**src/rtl/ga_fitness_eval.sv**
```systemverilog
// ga_fitness_eval
//   Fitness stage of the GA engine. Accepts one chromosome as a byte-serial
//   gene stream, counts genes that match TARGET, converts the count into an
//   integer percentage with a restoring shift-subtract divider and presents
//   {id, score, percent, err} on a valid/ready result channel. A running
//   best-percentage tracker supports convergence detection.
// Ports
//   clk, rst_n                  clock, asynchronous active-low reset
//   i_in_valid/o_in_ready       gene beat handshake
//   i_in_gene, i_in_last        gene value, final gene of chromosome
//   i_in_id                     individual tag, sampled on first beat
//   o_out_valid/i_out_ready     result handshake
//   o_out_id, o_out_score       tag and match count of evaluated individual
//   o_out_percent               floor(score*100/LEN)
//   o_out_err                   record length differed from LEN
//   i_clr_best                  synchronous clear of the best tracker
//   o_best_percent, o_best_id   best result since reset/clear
module ga_fitness_eval #(
  parameter int LEN = 12,
  parameter int GENE_W = 8,
  parameter int ID_W = 4,
  parameter logic [LEN*GENE_W-1:0] TARGET = "Hello World!",
  localparam int SW = $clog2(LEN+1),
  localparam int PW = $clog2(LEN*100+1)
) (
  input  logic              clk,
  input  logic              rst_n,
  input  logic              i_in_valid,
  output logic              o_in_ready,
  input  logic [GENE_W-1:0] i_in_gene,
  input  logic              i_in_last,
  input  logic [ID_W-1:0]   i_in_id,
  output logic              o_out_valid,
  input  logic              i_out_ready,
  output logic [ID_W-1:0]   o_out_id,
  output logic [SW-1:0]     o_out_score,
  output logic [6:0]        o_out_percent,
  output logic              o_out_err,
  input  logic              i_clr_best,
  output logic [6:0]        o_best_percent,
  output logic [ID_W-1:0]   o_best_id
);

  localparam int IW = $clog2(LEN);
  localparam int RW = IW + 1;
  localparam int CW = $clog2(PW+1);

  typedef enum logic [1:0] {ACCUM, DIVIDE, OUT} state_t;

  state_t            r_state, w_state_next;
  logic [IW-1:0]     r_idx;
  logic [SW-1:0]     r_score;
  logic [ID_W-1:0]   r_first_id;
  logic [PW-1:0]     r_div;     // dividend bits shift out the top, quotient bits shift in the bottom
  logic [IW-1:0]     r_rem;
  logic [CW-1:0]     r_cnt;
  logic [ID_W-1:0]   r_out_id;
  logic [SW-1:0]     r_out_score;
  logic [6:0]        r_out_percent;
  logic              r_out_err;
  logic [6:0]        r_best_percent;
  logic [ID_W-1:0]   r_best_id;

  // Target unpacked so gene 0 is the most-significant byte.
  logic [GENE_W-1:0] w_tgt [LEN];
  for (genvar gi = 0; gi < LEN; gi++) begin : g_tgt
    assign w_tgt[gi] = TARGET[(LEN-1-gi)*GENE_W +: GENE_W];
  end

  logic              w_accept;
  logic              w_at_last_idx;
  logic              w_rec_end;
  logic [SW-1:0]     w_score_next;
  logic [PW-1:0]     w_prod;
  logic [RW-1:0]     w_trial;
  logic              w_trial_ge;
  logic [RW-1:0]     w_trial_sub;
  logic              w_div_done;
  logic              w_hs;

  assign o_in_ready    = (r_state == ACCUM);
  assign o_out_valid   = (r_state == OUT);
  assign w_accept      = i_in_valid && o_in_ready;
  assign w_at_last_idx = (r_idx == IW'(LEN-1));
  assign w_rec_end     = w_accept && (i_in_last || w_at_last_idx);
  assign w_score_next  = r_score + SW'(i_in_gene == w_tgt[r_idx]);
  assign w_prod        = PW'(w_score_next) * PW'(100);
  assign w_trial       = {r_rem, r_div[PW-1]};
  assign w_trial_ge    = (w_trial >= RW'(LEN));
  assign w_trial_sub   = w_trial - RW'(LEN);
  assign w_div_done    = (r_cnt == CW'(PW));
  assign w_hs          = o_out_valid && i_out_ready;

  always_ff @(posedge clk or negedge rst_n) begin
    if (!rst_n) r_state <= ACCUM;
    else        r_state <= w_state_next;
  end

  always_comb begin
    w_state_next = r_state;
    case (r_state)
      ACCUM:   if (w_rec_end)  w_state_next = DIVIDE;
      DIVIDE:  if (w_div_done) w_state_next = OUT;
      OUT:     if (w_hs)       w_state_next = ACCUM;
      default:                 w_state_next = ACCUM;
    endcase
  end

  always_ff @(posedge clk or negedge rst_n) begin
    if (!rst_n) begin
      r_idx         <= '0;
      r_score       <= '0;
      r_first_id    <= '0;
      r_div         <= '0;
      r_rem         <= '0;
      r_cnt         <= '0;
      r_out_id      <= '0;
      r_out_score   <= '0;
      r_out_percent <= '0;
      r_out_err     <= 1'b0;
    end else begin
      if (w_accept) begin
        r_score <= w_score_next;
        if (r_idx == '0) r_first_id <= i_in_id;
        if (w_rec_end) begin
          r_idx       <= '0;
          // A single-beat record carries its tag on this very beat.
          r_out_id    <= (r_idx == '0) ? i_in_id : r_first_id;
          r_out_score <= w_score_next;
          r_out_err   <= !(i_in_last && w_at_last_idx);
          r_div       <= w_prod;
          r_rem       <= '0;
          r_cnt       <= '0;
        end else begin
          r_idx <= r_idx + IW'(1);
        end
      end
      // PW quotient steps, then one extra cycle to publish the result.
      if (r_state == DIVIDE) begin
        if (w_div_done) begin
          r_out_percent <= r_div[6:0];
        end else begin
          r_cnt <= r_cnt + CW'(1);
          r_div <= {r_div[PW-2:0], w_trial_ge};
          r_rem <= w_trial_ge ? w_trial_sub[IW-1:0] : w_trial[IW-1:0];
        end
      end
      if (w_hs) r_score <= '0;
    end
  end

  always_ff @(posedge clk or negedge rst_n) begin
    if (!rst_n) begin
      r_best_percent <= '0;
      r_best_id      <= '0;
    end else if (i_clr_best) begin
      r_best_percent <= '0;
      r_best_id      <= '0;
    end else if (w_hs && (r_out_percent > r_best_percent)) begin
      r_best_percent <= r_out_percent;
      r_best_id      <= r_out_id;
    end
  end

  assign o_out_id       = r_out_id;
  assign o_out_score    = r_out_score;
  assign o_out_percent  = r_out_percent;
  assign o_out_err      = r_out_err;
  assign o_best_percent = r_best_percent;
  assign o_best_id      = r_best_id;

endmodule

```
**config.mk**
```make
export PLATFORM = sky130hd
export DESIGN_NAME = ga_fitness_eval
export DESIGN_NICKNAME = d
export VERILOG_FILES = /design/src/rtl/ga_fitness_eval.sv
export SDC_FILE = /design/constraint.sdc
export NUM_CORES = 1
export LEC_CHECK = 0
export ABC_CLOCK_PERIOD_IN_PS = 5350
export BUFFER_PORTS_ARGS = -buffer_cell sky130_fd_sc_hd__buf_2
export CAP_MARGIN = 0
export CORE_MARGIN = 3
export CORE_UTILIZATION = 35
export CTS_BUF_LIST = sky130_fd_sc_hd__clkbuf_16
export CTS_CLUSTER_DIAMETER = 80
export DETAILED_ROUTE_END_ITERATION = 7
export PLACE_DENSITY = 0.5
export SLEW_MARGIN = 20
export SYNTH_ARGS = -nofsm -noshare
export SYNTH_HDL_FRONTEND = slang
export SYNTH_SLANG_ARGS = --single-unit
```
**constraint.sdc**
```tcl
create_clock -name clk -period 5.35 [get_ports clk]
set_clock_uncertainty 0.05 [all_clocks]
set_input_delay 0.2675 -clock clk [delete_from_list [all_inputs] [get_ports clk]]
set_output_delay 0.2675 -clock clk [all_outputs]
set_load 0.02 [all_outputs]
```
==> results of run 1 <==
==> worst reg2reg max path, delay by kind of cell, from the launching register on <==
family                     cells  cell delay (ns)
adders and majority gates      5             1.44
and+or+nand+nor                4             0.73
xor gates and xnor gates       2             0.48
AOI/OAI and AO/OA              2             0.45
DFF                            1             0.44
buffers and inverters          3             0.28
muxes                          1             0.17
==> flip-flops by register name, summed over array words and instances, names as in the netlist <==
| register | count |
|---|---|
| o_out_percent | 7 |
| r_first_id | 4 |
| o_best_percent | 7 |
| r_state | 2 |
| o_out_score | 4 |
| r_cnt | 4 |
| r_idx | 4 |
| r_score | 4 |
| r_rem | 4 |
| r_div | 11 |
| o_best_id | 4 |
| o_out_id | 4 |
| o_out_err | 1 |
==> cell type report <==
cell class,count,share of cell area (%)
clock inverters,7,2.01
inverters,21,1.89
multi-input cells,269,44.9
clock buffers,9,5.39
repair buffers,48,5.87
flip-flops and latches,60,35.9
well taps,133,3.98
==> power groups by stage <==
stage	clock network [mW]	registers, mW	logic, mW
finish	0.597	0.735	0.758
global route	0.631	0.761	0.867
CTS	0.615	0.736	0.770
detailed placement	0	0.743	0.768
global placement	0	0.738	0.752
floorplan	0	0.756	0.546
==> cells by family (layout without fill, tap and decap cells) <==
group,after synthesis,after routing
and+or+nand+nor,146,146
DFF,60,60
AOI/OAI and AO/OA,55,55
buffers and inverters,34,85
adders and majority gates,27,27
muxes,27,27
xor gates and xnor gates,14,14
==> per-stage QoR <==
step | util (%) | cell area, µm² | power (mW) | std cells | worst slack, ns
after global routing | 42.8 | 4180 | 2.26 | 547 | 0.731
after CTS | 42.8 | 4180 | 2.12 | 547 | 1.15
after floorplan | - | 3530 | 1.30 | 363 | 1.53
after detailed placement | 39.6 | 3870 | 1.51 | 531 | 1.19
final | 42.8 | 4180 | 2.09 | 547 | 1.18
after global placement | 39.6 | 3870 | 1.49 | 531 | 1.27
==> per-layer routing <==
layer	vias up	part of all wire (%)	wire length (µm)	global-route usage [%]
li1	1351	-	-	-
met1	1242	49	3670	18.7
met4	0	0.59	44	3.29
met5	-	0	0	0
met2	38	46	3430	22.7
met3	6	4.2	313	4.19
==> synthesized netlist by cell type (2+ instances only) <==
cell / number
and3b_1: 4
o21ai_0: 21
nor2b_1: 6
nand2_1: 51
nor3b_1: 3
nor2_1: 15
dfrtp_1: 60
buf_2: 7
xnor2_1: 8
nand2b_1: 27
o41ai_1: 2
xor2_1: 6
a211oi_1: 2
buf_6: 2
mux2i_1: 17
a31oi_1: 6
nand3_1: 22
mux2_2: 10
ha_1: 26
nand3b_1: 6
a21oi_1: 7
nor3_1: 3
o31ai_1: 2
clkbuf_1: 4
inv_1: 21
==> worst paths after layout <==
check,endpoint,cells after the start
setup / recovery,r_div[10]$_DFF_PN0_,17
hold / removal,o_best_percent[4]$_DFFE_PN0P_,2
setup reg to reg,r_div[10]$_DFF_PN0_,17
hold reg to reg,o_out_score[1]$_DFFE_PN0P_,2
max in group asynchronous,o_out_score[0]$_DFFE_PN0P_,2
min in group clk,r_first_id[1]$_DFFE_PN0P_,2
==> results.json, run 1 <==
{
  "register_area_mm2": 0.00150,
  "final_max_slew_viol_count": 0,
  "r2r_slack_ns": 1.18,
  "synth_area_leaders": "dfrtp_1 (43%), ha_1 (9.2%), nand2_1 (5.4%)",
  "row_count": 36,
  "postCtsSetupRepairBufs": 0,
  "clk-insertion-delay-late_ns": 0.32,
  "worstPathArrival_ns": 4.31,
  "slew_headroom_pct": 46.2,
  "sw_frac_of_total_pct": 37.0,
  "grt_max_degree": 61,
  "synth-simple-area-share_pct": 21.6,
  "synthAdderAreaFrac_pct": 9.78,
  "power.leakage_nw": 1.96,
  "io_buffer_count": 46,
  "synth_xor_area_share_pct": 3.47,
  "antenna_found_initial": 0,
  "max_stage_delay_ns": 0.45,
  "die_y_um": 106,
  "multiInputGateArea_mm2": 0.00188,
  "cp_slowest_cell": "fa_1",
  "tns_ns": 0,
  "synth_top_family_by_area": "simple AND/OR/NAND/NOR gates",
  "synthToLayoutAreaGrowth_pct": 18.4,
  "final_common_cell": "dfrtp_1",
  "syn_avg_cell_area_um2": 9.73,
  "synth_compound_area_share_pct": 10.3,
  "numCtsBuffers": 9,
  "reg2reg_from": "r_idx[0]$_DFFE_PN0P_",
  "core_region_area_mm2": 0.00977,
  "fmax_mhz": 240,
  "final_cell_mix": "dfrtp_1 (60), nand2_1 (51), buf_2 (46)",
  "synth_cell_types": 50,
  "rsz0062_at_grt": "no",
  "crit_type": "reg2reg",
  "ys_seq_area_share_pct": 42.5,
  "crit_fanout": 7,
  "detailroute.via_count": 2637,
  "cp-start-kind": "flip-flop",
  "gr-usage-all-layers_pct": 14.1,
  "cp_data_required_time_ns": 5.49,
  "synthArstFlopShare_pct": 100,
  "outcome": "finished clean",
  "drive_gt1_share_pct": 19.1,
  "cts_hold_buf": 0,
  "clkTransAtPathRegs_ns": 0.05,
  "place.gp.congestion": 0.868,
  "cts_resized": 0,
  "hold_class": "in2async",
  "worst_hold_slack_ns": 0.0517,
  "initial_core_util_pct": 36.1,
  "yosys_warnings": 0,
  "muxShareOfSynthArea_pct": 8.01,
  "syn_inst": 363,
  "worstSetupStartpoint": "r_idx[0]$_DFFE_PN0P_",
  "yosysTopAreaCell": "dfrtp_1",
  "cp.buffers_inverters": 3,
  "hold_violations": 0,
  "vias_per_cell": 4.82,
  "setup-violations-final": 0,
  "drt_iter0_markers": 68,
  "grt_pass1_wl_um": 12900,
  "synth_nets": 408,
  "synth_area_mm2": 0.00353,
  "synth_edf_count": 0,
  "synth_top_cell_area_share_pct": 42.5,
  "power_frac_comb_pct": 36.3,
  "cts_tree": "built",
  "fin_crit_sh_pct": 78.0,
  "cp-end-kind": "flip-flop",
  "final_antenna_net_count": 0,
  "cpLargestDelayFamily": "adder cells",
  "num-fill-cells": 992,
  "dieWidth_um": 106,
  "dr.pass1.iters": 4,
  "synth_ff_type": "dfrtp_1",
  "min_period_ns": 4.17,
  "final_nets": 454,
  "clock_path_buffers": 2,
  "clockPowerShare_pct": 28.6,
  "boundaryPins": 47,
  "p_int_mw": 1.32,
  "switchingPower_mw": 0.772,
  "n_antenna_cell": 0,
  "synth_seq_cells": 60,
  "crit_top_cell": "ha_1",
  "drc": 0,
  "cts_sinks": 60,
  "htreeDepth": 3,
  "worst_ir_drop_vdd_mv": 0.188,
  "grt_pass1_vias": 2669,
  "wl_per_cell_um": 13.6,
  "cellPowerDensity_mw_per_mm2": 500,
  "place_hpwl_um": 5340,
  "finalWirelength_um": 7460,
  "gr-total-overflow": 0,
  "path_cells": "inv_1, ha_1, mux2i_1, xor2_1, o32ai_1, and4_1, ha_1, ha_1, xnor2_1, inv_1, ha_1, inv_1, fa_1, nand3b_1, nor4b_1, a2111oi_0, nor3_1",
  "power_frac_seq_pct": 35.2,
  "maxCapViolCount": 0,
  "worst_slew_pin_slew_ns": 0.806,
  "dieArea_mm2": 0.0113,
  "cts-root-buf": "clkbuf_16"
}
Power figures use the tool's default switching activity.
==> run 2: changes to the inputs <==
--- a/config.mk
+++ b/config.mk
@@ -5,7 +5,7 @@
 export SDC_FILE = /design/constraint.sdc
 export NUM_CORES = 1
 export LEC_CHECK = 0
-export ABC_CLOCK_PERIOD_IN_PS = 5350
+export ABC_CLOCK_PERIOD_IN_PS = 3900
 export BUFFER_PORTS_ARGS = -buffer_cell sky130_fd_sc_hd__buf_2
 export CAP_MARGIN = 0
 export CORE_MARGIN = 3
==> constraint.sdc (replaced) <==
create_clock -name clk -period 3.9 [get_ports clk]
set_clock_uncertainty 0.05 [all_clocks]
set_input_delay 0.195 -clock clk [delete_from_list [all_inputs] [get_ports clk]]
set_output_delay 0.195 -clock clk [all_outputs]
set_load 0.02 [all_outputs]
==> run 2 against run 1 <==
Against the previous run:
- die area did not move
- the flow now finishes with violations (negative hold slack)
- fmax grew 11%
- cell count grew 3.8%
- critical endpoint unchanged
==> results.json, run 2 (synthesis gave the netlist of run 1 again) <==
{
  "outcome": "finished with violations",
  "violations": "negative hold slack",
  "synthToLayoutAreaGrowth_pct": 26.3,
  "die_y_um": 106,
  "final_max_slew_viol_count": 0,
  "gr-total-overflow": 0,
  "instances_no_fill": 568,
  "cts-root-buf": "clkbuf_16",
  "worst_slew_pin_slew_ns": 0.943,
  "hold_violations": 40,
  "final_common_cell": "dfrtp_1",
  "vias_per_cell": 4.89,
  "clock_path_buffers": 2,
  "finalInstanceArea_mm2": 0.00446,
  "grt_pass1_vias": 2645,
  "crit_top_cell": "ha_4",
  "finalWirelength_um": 7670,
  "final_cell_mix": "dfrtp_1 (58), nand2_1 (51), buf_2 (46)",
  "preCtsSetupSlack_ns": -0.116,
  "worstPathArrival_ns": 3.91,
  "min_period_ns": 3.75,
  "dp.cells": 545,
  "htreeDepth": 3,
  "slew_headroom_pct": 37.1,
  "worst_hold_slack_ns": -0.0290,
  "fmax_mhz": 266,
  "timing.final.ws_setup_ns": 0.145,
  "detailroute.via_count": 2778,
  "dieWidth_um": 106,
  "wl_per_cell_um": 13.5,
  "dieArea_mm2": 0.0113,
  "cp.buffers_inverters": 3,
  "top_register": "r_div",
  "final_nets": 476,
  "boundaryPins": 47,
  "path_cells": "buf_6, ha_1, mux2i_1, xor2_1, o32ai_1, and4_4, ha_4, nand3_2, xor2_2, inv_2, ha_2, ha_4, inv_1, fa_2, nand3b_1, nor4b_2, a2111oi_2, nor3_1",
  "drt_iter0_markers": 106,
  "clkTransAtPathRegs_ns": 0.05,
  "crit_fanout": 3,
  "cp_data_required_time_ns": 4.05,
  "dr.pass1.iters": 4,
  "cp-end-kind": "flip-flop",
  "row_count": 36,
  "cp-start-kind": "flip-flop",
  "place.gp.congestion": 0.808,
  "worst_ir_drop_vdd_mv": 0.284,
  "cpLargestDelayFamily": "adder cells",
  "maxCapViolCount": 0,
  "fin_crit_sh_pct": 96.3,
  "numCtsBuffers": 9,
  "grt_pass1_wl_um": 12900,
  "drive_gt1_share_pct": 28.7,
  "power.leakage_nw": 2.04,
  "r2r_slack_ns": 0.15,
  "final_antenna_net_count": 0,
  "grt_max_degree": 42,
  "initial_core_util_pct": 36.1,
  "drc": 0,
  "hold_class": "in2async",
  "max_stage_delay_ns": 0.40,
  "antenna_found_initial": 0,
  "n_antenna_cell": 0,
  "largest_register_ff_count": 11,
  "crit_type": "reg2reg",
  "io_buffer_count": 46,
  "cellPowerDensity_mw_per_mm2": 647,
  "post_dp_cell_area_mm2": 0.00399,
  "place_hpwl_um": 5510,
  "cp_slowest_cell": "dfrtp_1",
  "gr-usage-all-layers_pct": 14.2,
  "cts_tree": "built",
  "setup-violations-final": 0,
  "clk-insertion-delay-late_ns": 0.32,
  "core_region_area_mm2": 0.00977,
  "cts_sinks": 60
}
[run 2: changes by cell type in the layout (fill, tap and decap cells not counted), moves of 2 or more]
cell	change
ha_2	+4
buf_4	+20
ha_4	+5
dfrtp_2	+2
dfrtp_1	-2
ha_1	-9
inv_2	+2
inv_1	-5
[run 2: path summary, 6_finish.rpt]
path / start / endpoint / cells after the start
setup / recovery: r_idx[1]$_DFFE_PN0P_ / r_div[10]$_DFF_PN0_ / 18
hold / removal: rst_n / o_best_percent[4]$_DFFE_PN0P_ / 1
setup reg to reg: r_idx[1]$_DFFE_PN0P_ / r_div[10]$_DFF_PN0_ / 18
hold reg to reg: o_out_score[0]$_DFFE_PN0P_ / o_out_score[0]$_DFFE_PN0P_ / 2
max in group asynchronous: rst_n / r_idx[0]$_DFFE_PN0P_ / 2
min in group clk: i_in_id[2] / r_first_id[2]$_DFFE_PN0P_ / 2
[run 2: routing by layer]
metal	global-route usage [%]	share of wire, %	routed length (µm)	vias up
met5	0	0	0	-
met3	4.55	4.5	344	4
met4	3.01	0.59	45	0
met2	22.8	46	3560	50
li1	-	-	-	1389
met1	18.8	48	3720	1335
[run 2: what timing repair did]
item / in CTS / in global routing
setup buffers: 2 / 6
resized for setup: 9 / 22
pin swaps: 4 / 9
setup endpoints to repair: 1 / 2
hold buffers: 0 / 0
[run 2: cell type report]
cell class                      count  area, µm²
Inverter                           21       81.3
Timing Repair Buffer               70        427
Fill cell                         968       5310
Tap cell                          133        166
Clock buffer                        9        225
Clock inverter                      6       56.3
Multi-Input combinational cell    269       2000
Sequential cell                    60       1500
[run 2: per-stage QoR]
stage / total power [mW] / utilization, % / TNS, ns
after CTS: 2.89 / 44.0 / 0
final: 2.89 / 45.6 / 0
after global routing: 3.13 / 45.6 / -0.0354
after floorplan: 1.79 / - / 0
after detailed placement: 2.10 / 40.8 / -0.116
after global placement: 2.08 / 40.8 / 0
[run 2: power by group]
part	leakage, nW	internal, mW	switching (mW)
Clock	0.140	0.484	0.270
Sequential	0.771	0.824	0.180
Combinational	1.13	0.495	0.634
Total	2.04	1.80	1.08
